### src/rtl/msg_block_buf_pkg.sv
// Shared BLAKE2s message-buffer geometry, FSM encodings and the byte-lane write payload.
// Imported by msg_block_buf and its word bank.
package msg_block_buf_pkg;

    localparam int unsigned BLOCK_BYTES = 64;
    localparam int unsigned WORD_W      = 32;
    localparam int unsigned WORD_CNT    = 16;
    localparam int unsigned BYTE_W      = 8;
    localparam int unsigned IDX_W       = 6;
    localparam int unsigned WIDX_W      = 4;
    localparam int unsigned LANE_W      = 2;
    localparam int unsigned T_W         = 64;

    typedef enum logic [1:0] {
        ST_FILL  = 2'd0,
        ST_FULL  = 2'd1,
        ST_DRAIN = 2'd2
    } state_t;

    typedef struct packed {
        logic              en;
        logic [WIDX_W-1:0] word;
        logic [LANE_W-1:0] lane;
        logic [BYTE_W-1:0] data;
    } bank_wr_t;

    // t for a block going FULL: a first block restarts the count, a last block reports the message length
    function automatic logic [T_W-1:0] next_t(input logic           first,
                                              input logic           last,
                                              input logic [T_W-1:0] t_prev,
                                              input logic [T_W-1:0] ll);
        logic [T_W-1:0] base;
        base = first ? '0 : t_prev;
        return last ? ll : base + T_W'(BLOCK_BYTES);
    endfunction

endpackage

### src/rtl/msg_block_buf_word_bank.sv
// 16x32 message word register file: one byte-lane write port, clear-all, one async read port.
// Contents are deliberately not reset.
module msg_word_bank
    import msg_block_buf_pkg::*;
(
    input  logic              clk,
    input  logic              clr,
    input  bank_wr_t          wr,
    input  logic [WIDX_W-1:0] rd_idx,
    output logic [WORD_W-1:0] rd_data
);

    logic [WORD_W-1:0] mem [WORD_CNT];

    // A write in the same cycle as a clear lands on top of the cleared word
    always_ff @(posedge clk) begin
        if (clr) begin
            for (int i = 0; i < int'(WORD_CNT); i++) begin
                mem[i] <= '0;
            end
        end
        if (wr.en) begin
            mem[wr.word][{wr.lane, 3'b000} +: BYTE_W] <= wr.data;
        end
    end

    assign rd_data = mem[rd_idx];

endmodule

### src/rtl/msg_block_buf.sv
// BLAKE2s message block buffer: collects 64 bytes, presents the block with its t counter
// and first/last flags to the compression core, and flags protocol errors.
module msg_block_buf
    import msg_block_buf_pkg::*;
(
    input  logic              clk,
    input  logic              reset,
    input  logic              data_v_i,
    input  logic [BYTE_W-1:0] data_i,
    input  logic [IDX_W-1:0]  data_idx_i,
    input  logic              block_first_i,
    input  logic              block_last_i,
    input  logic [T_W-1:0]    ll_i,
    input  logic              blk_ack_i,
    input  logic [WIDX_W-1:0] m_idx_i,
    output logic              ready_o,
    output logic              blk_v_o,
    output logic [WORD_W-1:0] m_o,
    output logic [T_W-1:0]    t_o,
    output logic              first_o,
    output logic              last_o,
    output logic              err_o
);

    state_t            state_q;
    state_t            state_d;
    logic              ready_d;
    logic              blk_v_d;
    logic [IDX_W-1:0]  exp_q;
    logic              wr_fire;
    logic              go_full;
    logic              idx_bad;
    logic              drop;
    logic              bank_clr;
    bank_wr_t          bank_wr;

    assign wr_fire = (state_q == ST_FILL) && data_v_i;
    assign go_full = wr_fire && (data_idx_i == IDX_W'(BLOCK_BYTES - 1));
    assign idx_bad = wr_fire && (data_idx_i != exp_q);
    assign drop    = data_v_i && (state_q != ST_FILL);

    always_ff @(posedge clk or posedge reset) begin
        if (reset) begin
            state_q <= ST_FILL;
        end else begin
            state_q <= state_d;
        end
    end

    always_comb begin
        state_d = state_q;
        case (state_q)
            ST_FILL:  if (go_full)   state_d = ST_FULL;
            ST_FULL:  if (blk_ack_i) state_d = ST_DRAIN;
            ST_DRAIN: state_d = ST_FILL;
            default:  state_d = ST_FILL;
        endcase
    end

    // Strobes decode the next state so their flops track state_q exactly
    always_comb begin
        ready_d = 1'b0;
        blk_v_d = 1'b0;
        case (state_d)
            ST_FILL: ready_d = 1'b1;
            ST_FULL: blk_v_d = 1'b1;
            default: ;
        endcase
    end

    always_ff @(posedge clk or posedge reset) begin
        if (reset) begin
            ready_o <= 1'b1;
            blk_v_o <= 1'b0;
        end else begin
            ready_o <= ready_d;
            blk_v_o <= blk_v_d;
        end
    end

    // Expected index, block header and sticky error
    always_ff @(posedge clk or posedge reset) begin
        if (reset) begin
            exp_q   <= '0;
            t_o     <= '0;
            first_o <= 1'b0;
            last_o  <= 1'b0;
            err_o   <= 1'b0;
        end else begin
            if (wr_fire) begin
                exp_q <= go_full ? '0 : data_idx_i + IDX_W'(1);
            end
            if (go_full) begin
                first_o <= block_first_i;
                last_o  <= block_last_i;
                t_o     <= next_t(block_first_i, block_last_i, t_o, ll_i);
            end
            if (idx_bad || drop) begin
                err_o <= 1'b1;
            end
        end
    end

    // Byte 0 wipes the bank so a host-padded short block carries no stale words
    always_comb begin
        bank_wr  = '0;
        bank_clr = 1'b0;
        if (wr_fire) begin
            bank_wr.en   = 1'b1;
            bank_wr.word = data_idx_i[IDX_W-1:LANE_W];
            bank_wr.lane = data_idx_i[LANE_W-1:0];
            bank_wr.data = data_i;
            bank_clr     = (data_idx_i == '0);
        end
    end

    msg_word_bank u_bank (
        .clk     (clk),
        .clr     (bank_clr),
        .wr      (bank_wr),
        .rd_idx  (m_idx_i),
        .rd_data (m_o)
    );

endmodule

### config.mk
export PLATFORM = sky130hd
export DESIGN_NAME = msg_block_buf
export DESIGN_NICKNAME = d
export VERILOG_FILES = /design/src/rtl/msg_block_buf_pkg.sv /design/src/rtl/msg_block_buf_word_bank.sv /design/src/rtl/msg_block_buf.sv
export SDC_FILE = /design/constraint.sdc
export NUM_CORES = 1
export LEC_CHECK = 0
export CORE_MARGIN = 2
export CORE_UTILIZATION = 49
export CTS_CLUSTER_SIZE = 14
export DETAILED_ROUTE_END_ITERATION = 8
export PLACE_DENSITY = 0.68
export SLEW_MARGIN = 20
export SYNTH_ARGS = -nofsm -noshare
export SYNTH_HDL_FRONTEND = slang
export SYNTH_HIERARCHICAL = 1
export SYNTH_SLANG_ARGS = --single-unit
export TNS_END_PERCENT = 1
### constraint.sdc
create_clock -name clk -period 3.8 [get_ports clk]
set_input_delay 0.76 -clock clk [delete_from_list [all_inputs] [get_ports clk]]
set_output_delay 0.76 -clock clk [all_outputs]
set_load 0.03 [all_outputs]
Word-level counts from Yosys, hierarchy flattened

Memory sizes are Yosys's and may differ from the RTL's.
Index checks and enable logic that the tools add are counted.

Add/subtract/negate cells: 3
Multipliers: 0
Divide/modulo/power cells: 0
Order comparisons: 0
Eq/ne operators: 4
Shifts and indexed selects: 2
Mux-type cells: 14
Bitwise logic cells: 0
Reductions and logical operators: 9

Operators with widths:

| operator                                             | count |
|---|---|
| 2-to-1 mux 64 bit                                    | 2 |
| adder 64 x 7 -> 64 bit, second input constant        | 1 |
| 2-to-1 mux 32 bit                                    | 1 |
| variable shift 8 x 7 -> 32 bit, first input constant | 1 |
| indexed part select 8 x 7 -> 32 bit                  | 1 |
| 2-to-1 mux 15 bit                                    | 1 |
| negation 5 -> 7 bit                                  | 1 |
| adder 6 x 1 -> 6 bit, second input constant          | 1 |
| == test 6 bit, second input constant                 | 1 |
| logical NOT 6 bit                                    | 1 |
| 2-to-1 mux 1 bit                                     | 6 |
| 2-to-1 mux 6 bit                                     | 1 |
| != test 6 bit                                        | 1 |
| == test 2 x 1 -> 1 bit, second input constant        | 2 |
| logical AND 1 bit                                    | 4 |
| logical NOT 2 bit                                    | 2 |
| 2-to-1 mux 2 bit                                     | 2 |
| case mux 2 bit (2 select lines)                      | 1 |
| nonzero test 2 bit                                   | 1 |
| logical OR 1 bit                                     | 1 |

Bits in registers: 77
Latch bits: 0
RAM bits: 512
Bits in read-only memories: 0
Bits of input ports: 88
Logic and storage cells: 41
Memories kept: 1

Memories:

| name       | depth | width | rd ports | clocked after Yosys merged registers in | wr ports | RTL line                      | text |
|---|---|---|---|---|---|---|---|
| u_bank.mem | 16    | 32    | 1        | 0                                       | 17       | msg_block_buf_word_bank.sv:13 | `logic [WORD_W-1:0] mem [WORD_CNT];` |

Logic depth before layout (Yosys ltp)

Depth in word-level cells: 7
Gate-level depth with buffers: 11

Hierarchy

Netlist, hierarchy kept.

By module, submodules not included:

| module        | instances | cells an instance | area an instance (µm²) | seq. area each (µm²) |
|---|---|---|---|---|
| msg_word_bank | 1         | 1574              | 22517.8                | 15374.7 |
| msg_block_buf | 1         | 651               | 5278.8                 | 1928.1 |

Worst setup path before layout

OpenSTA, ideal clock, no wires.

Path type: input to register
From: input block_first_i
To: register t_o[60]
Data arrival time: 3.186 ns
Required time: 3.684 ns
Setup slack: 0.498 ns
Cell stages on the path: 10
Buffers on the path: 3
Cell sequence: clkbuf_1 clkbuf_1 clkbuf_1 nor2b_1 ha_1 nand3_1 nor4_1 nand4_1 or4_1 o311ai_0

Cells in the longest elaborated chain, start to end: 3

RTL lines:

| item                   | RTL line                | text |
|---|---|---|
| start: declaration     | msg_block_buf.sv:11     | `input logic block_first_i,` |
| 2-to-1 mux 64 bit      | msg_block_buf_pkg.sv:33 | `base = first ? '0 : t_prev;` |
| adder 64 x 7 -> 64 bit | msg_block_buf_pkg.sv:34 | `return last ? ll : base + T_W'(BLOCK_BYTES);` |
| 2-to-1 mux 64 bit      | msg_block_buf_pkg.sv:34 |  |
| end signal: assignment | msg_block_buf.sv:96     | `t_o <= next_t(block_first_i, block_last_i, t_o, ll_i);` |
| end: declaration       | msg_block_buf.sv:19     | `output logic [T_W-1:0] t_o,` |

No other way between the ends.
A chain may end at the register's enable or synchronous reset.

Worst setup path in the final report

From: input m_idx_i[2]
To: output m_o[29]

Cells in the longest elaborated chain, start to end: 1

RTL lines:

| item                 | RTL line            | text |
|---|---|---|
| start: declaration   | msg_block_buf.sv:15 | `input logic [WIDX_W-1:0] m_idx_i,` |
| memory (16 x 32 bit) | n/a                 |  |
| end: declaration     | msg_block_buf.sv:18 | `output logic [WORD_W-1:0] m_o,` |

No other way between the ends.

==> summary.txt <==
Status
  • Outcome: complete, no violations

Synthesis
  • Post-synthesis adder-cell area fraction: less than 1%
  • Main combinational cell family by area after synthesis: simple AND/OR/NAND/NOR gates
  • Yosys cell types: 73
  • Post-synthesis xor/xnor area fraction: 0.3151%
  • Number of synthesized flops with an enable pin: 512
  • Yosys top cell by area: edfxtp_1
  • Most frequent cell after synthesis: nor2_1
  • Post-synthesis mux area share: 10.60%
  • Ys async rst share: a little over an eighth
  • Synth area leaders: edfxtp_1 (55%), mux4_2 (10%), nor2_1 (7.5%)
  • Seq cells post-synth: 589
  • Compound-Gate Fraction of Synth Area: 5.645%
  • Total number of yosys warnings: 6
  • Post-Synth Simple-Gate Area: 18.01%
  • Seq/Total Area, Yosys: 62.25%
  • Synth top area share: between 50 and 60%
  • Top FF cell, synth: edfxtp_1
  • Netlist Area Pre-Place: between 20,000 and 30,000 sq um
  • Post-synth top cells: nor2_1 (558), edfxtp_1 (512), nand2_1 (155)
  • Cells after Synth: 2,225
  • Syn_nets: 2,321
  • Mapped Avg Cell Area: 12.49 sq um

Clock tree
  • Post_cts resized: 0
  • Clk buf depth: 3
  • Hold_buf cts: 0
  • CTS tree: built
  • Sink Count: 589
  • Postcts setup bufs: 0
  • Cts bufs inserted: 60
  • H-tree depth: 2
  • CTS clk-pin slew, worst paths: 70 ps
  • CTS root buf: clkbuf_16
  • Worst-skew pair later-pin latency: 630 ps

Worst setup path
  • Crit. End Element: output pin
  • Worst setup path class: primary input to output pin
  • Max FO, Critical Path: 26
  • Crit path required time: roughly 3000 ps
  • Worst Setup SP: m_idx_i[2]
  • Worst r2r src: state_q[1]
  • Nature of the critical path startpoint: primary input
  • R2r worst-path depth: 10
  • Crit path DAT: 2770 ps

Pwr
  • Leakage: about 10 nW
  • Net Switching: 3.309 mW
  • Gate power share: under 10%
  • Clock power share: about two fifths
  • Int Power: 11.08 mW
  • Max VDD drop: 330.7 uV
  • Seq pwr share: 49.9%
  • Pwr dens: 433.0 nW/um^2
  • Sw Share: 23.00%

Worst hold path
  • HP Class: primary input to asynchronous set/reset pin

Routing
  • Post-DRT Antenna Nets: 0
  • Pre-Repair DR Iteration Count: 5
  • Remaining DRCs: 0
  • Routed wire length: roughly 74 mm
  • DR vias: 19,570
  • Wire per inst: 22.65 microns
  • DR iter-0 viols: 1,864
  • Via density: 5.990

STA
  • Max Slew Vio Count: 0
  • Worst-Margin Slew: 866.2 ps
  • Final Hold Fails: 0
  • Slew margin rel.: roughly 42%
  • Crit path time final: 3529 ps
  • Final cycle utilization of the critical path: 92.88%
  • RSZ-0062 raised after global routing: false
  • Final setup violating endpoints: 0
  • FMAX: 0.2833 GHz
  • Setup TNS: 0 ps
  • Clk_skew: 31.87 ps

Floorplan
  • Rows: 87
  • Die area: 58,650 sq um
  • Initial cell density of the core: 49.39%
  • Core ar.: 56,280 sq um
  • Die span in y: between 200 and 250 microns
  • Num ports: roughly 190
  • Chip width: 242.2 microns

Layout
  • Area grow syn2layout: 19.53%
  • Final Core Density: between 50 and 60%
  • Layout cells sized above 1: 17.79%
  • Final nets: 2,560
  • Ant. Diodes: 0
  • Cell Count, Final, Fillers Out: approximately 3,300

Placement
  • Placer congestion estimate: 0.9437
  • Dpl hpwl: 50.61 mm
  • Port bufs: ~190
  • Placed cells: 3,158

Run
  • Max Cap Viol: 0

Global routing
  • Initial antenna violation count: 0
  • Gr usage total: roughly 25%
  • Gr ovfl total: 0
  • Vias in the first global route: 19,930
  • First-pass GRT wire length: 115.1 mm
  • Pin count of the biggest net entering global routing: 65
## state kept, by name, indices dropped and copies added, names as in the netlist
signal and count:
exp_q 6, t_o 64, state_q 2, err_o 1, blk_v_o 1, ready_o 1, last_o 1, u_bank/mem 512
first_o 1
## cells in the final DEF, fill, tap and decap left out, drive strengths merged, types with 7 or more instances in the layout
cell,instances
nor2,558
edfxtp,512
buf,190
nand2,161
clkdlybuf4s50,155
mux4,128
nand3,83
clkbuf,78
a22oi,76
dfrtp,76
nand2b,68
o21ai,45
nor4,31
a21oi,30
nand4,25
and3,22
inv,22
clkinv,22
or4,17
nor2b,15
nor3,14
a31oi,10
and4b,10
and2,10
nand4b,10
nand3b,9
ha,8
bufinv,8
and4,8
o2bb2ai,7
o211ai,7
a22o,7
or3,7
## stage by stage
step / hold WS, ps / power (mW) / area, sq um / worst slack, ps
6_report: 462.3 / 14.39 / 33230 / 270.7
5_1_grt: 498.2 / 14.77 / 33230 / 93.52
3_3_place_gp: 458.3 / 8.486 / 31230 / 141.5
4_1_cts: 455.2 / 14.45 / 33230 / 246.6
3_5_place_dp: 469.3 / 8.502 / 31230 / 11.31
2_1_floorplan: 468.1 / 7.971 / 27800 / 498.2
## cells by family (layout without fill, tap and decap cells)
logic type	count (synthesis)	count (layout)
AOI/OAI and AO/OA	228	228
xor gates and xnor gates	10	10
adders and majority gates	8	8
buffers and inverters	191	478
DFF	589	589
muxes	134	134
and+or+nand+nor	1065	1065
## power by group through the flow
stage	logic (mW)	registers, mW	clock network (mW)
5_1_grt	1.28	7.19	6.31
4_1_cts	1.20	7.17	6.07
3_3_place_gp	1.18	7.30	0
2_1_floorplan	0.596	7.38	0
6_report	1.20	7.18	6.01
3_5_place_dp	1.20	7.31	0
## per-layer routing
metal  up-vias  share of wire [%]  GRT usage [%]
li1       8756                  -              -
met1      9779                 40          34.11
met2       900                 49          42.01
met3       139                8.0          4.387
met4         0                2.8          8.152
met5         -                  0              0
## path summary, 6_finish.rpt
kind / slack (ps) / endpoint
worst max-delay path: 270 / m_o[29]
worst min-delay path: 460 / first_o
worst max register to register: 720 / u_bank/mem[8][26]
worst min register to register: 480 / first_o
max in group asynchronous: 2540 / ready_o
min in group clk: 480 / first_o
## critical path, cell delays in order
cell	delay, ps
clkdlybuf4s50_1	580
nor2_2	360
buf_4	460
a22oi_1	260
nand2_1	160
buf_4	170
## cell type report
cell class                      instances  area (sq um)
Multi-Input combinational cell       1445          9743
Fill cell                            4437         23050
Tap cell                              756         945.9
Clock buffer                           77          1597
Sequential cell                       589         17300
Inverter                               22         83.83
Timing Repair Buffer                  346          3152
Clock inverter                         33         401.6
Power figures use the tool's default switching activity.
==> patch, RTL diff (same settings) <==
Make the reset (`reset`) synchronous in 3 clocked blocks. Comments in the files are not updated.
--- a/src/rtl/msg_block_buf.sv
+++ b/src/rtl/msg_block_buf.sv
@@ -41,3 +41,3 @@
 
-    always_ff @(posedge clk or posedge reset) begin
+    always_ff @(posedge clk) begin
         if (reset) begin
@@ -70,3 +70,3 @@
 
-    always_ff @(posedge clk or posedge reset) begin
+    always_ff @(posedge clk) begin
         if (reset) begin
@@ -81,3 +81,3 @@
     // Expected index, block header and sticky error
-    always_ff @(posedge clk or posedge reset) begin
+    always_ff @(posedge clk) begin
         if (reset) begin
Formal check against the unedited RTL: not equivalent (Yosys sat finds a counterexample within 4 cycles, from zero or initial values and one cycle with reset high; the reset may be asserted at any time).
==> patch against the original RTL <==
Count of clock-buffer cells in the layout shrank 7; worst setup slack gained 0.14 ns; fmax grew 4.1%; design area shrank 1.4%; synthesized area shrank 0.87%; sequential cell count is the same; global-route usage grew 0.58 points; power shrank 5.1%; first-iteration DRC count shrank 3.1%; routed wire length grew 0.29%; critical endpoint is now m_o[23].
==> patch: results (changes against the original RTL) <==
initial antenna violation count 1 (was 0); max_slew headroom 40.8% (was 42.3%); largest net degree at the start of global routing 76 (was 65); Post-synth top cells nor2_1 (565), edfxtp_1 (512), nand2_1 (135) (was nor2_1 (558), edfxtp_1 (512), nand2_1 (155)); syn nets 2314 (was 2321); Non-Filler Instances 3224 (was 3268); DR WL/cell 23.0 um (was 22.6 um); post-synthesis compound-gate area fraction 5.74% (was 5.64%); XOR/XNOR Fraction of Synth Area 1.21% (was 0.315%); CP max FO 32 (was 26); Setup Skew 0.0110 ns (was 0.0319 ns); Hold Path Class reg2reg (was in2async); clk_lat worst skew 0.61 ns (was 0.63 ns); synth unique cells 78 (was 73); Initial DRC Count 1806 (was 1864); DR pass1 iterations 6 (was 5); All-Layer GR Usage 25.9% (was 25.3%); fillcell total 4387 (was 4437); nets 2527 (was 2560); total number of vias 19200 (was 19600); Post-DP HPWL 50.4 mm (was 50.6 mm); mux cell area share after synthesis 10.5% (was 10.6%); most area-consuming cells after synthesis edfxtp_1 (56%), mux4_2 (10%), nor2_1 (7.7%) (was edfxtp_1 (55%), mux4_2 (10%), nor2_1 (7.5%)); status finished clean (unchanged); placed cell area 30800 um^2 (was 31200 um^2); Async SR Flop Fraction 0% (was 13.1%)
patch: cell count changes after synthesis, sizes merged, moves of 16 or more:
cell,before,now
a21oi,30,55
dfrtp,76,0
dfxtp,0,77
nand2,161,141
nor2b,15,31
o21ai,45,27
xnor2,4,33
patch: where the power goes:
part | internal, mW | switching, mW | total, mW
logic | 0.296 | 0.416 | 0.712
registers | 6.96 | 0.0126 | 6.98
clock network | 3.52 | 2.45 | 5.97
patch: logic make-up (layout without fill, tap and decap cells):
| kind of cell | Yosys count | count (layout) |
|---|---|---|
| AO/OA/AOI/OAI | 234 | 234 |
| XOR/XNOR | 38 | 38 |
| adder cells (fa/ha/maj) | 8 | 8 |
| buffers and inverters | 186 | 444 |
| flip-flops | 589 | 589 |
| multiplexers | 130 | 130 |
| AND/OR/NAND/NOR | 1033 | 1033 |
patch: cell type report:
cell class / instances / share of cell area [%]
inverter: 19 / 0.218
timing repair buffer: 318 / 9.17
multi-input combinational: 1443 / 30.1
sequential: 589 / 51.7
clock inverter: 37 / 1.23
tap: 748 / 2.86
clock buffer: 70 / 4.76
patch: per-stage QoR:
stage	utilization, %	setup TNS, ns	total power, mW
after detailed placement	55.7	-0.118	7.82
final	59.2	0	13.7
after global placement	55.7	-0.342	7.82
after floorplan	-	0	7.51
after CTS	59.2	0	13.8
after global routing	59.2	0	14.0
patch: worst paths after layout:
kind,cells after the start,slack (ns),from,end
worst min register to register,2,0.47,first_o,first_o
worst min-delay path,2,0.47,first_o,first_o
worst max register to register,9,0.68,state_q[1],u_bank/mem[0][0]
worst max-delay path,6,0.41,m_idx_i[0],m_o[23]
patch: worst register-to-register path, cell delays in order, from the launching register on:
cell and delay [ns]:
dfxtp_1 0.32, nor2_1 0.22, nand2_1 0.23, nor2_1 0.57, inv_1 0.19, ha_1 0.38, nor4bb_1 0.28, buf_4 0.19
nand2_1 0.35, nor2_1 0.23
patch: routing by layer:
metal / up-vias / part of all wire, % / GRT usage, %
met5: - / 0 / 0
met4: 0 / 3.1 / 8.16
met3: 132 / 9.1 / 4.58
li1: 8602 / - / -
met2: 978 / 48 / 43.0
met1: 9534 / 39 / 34.8
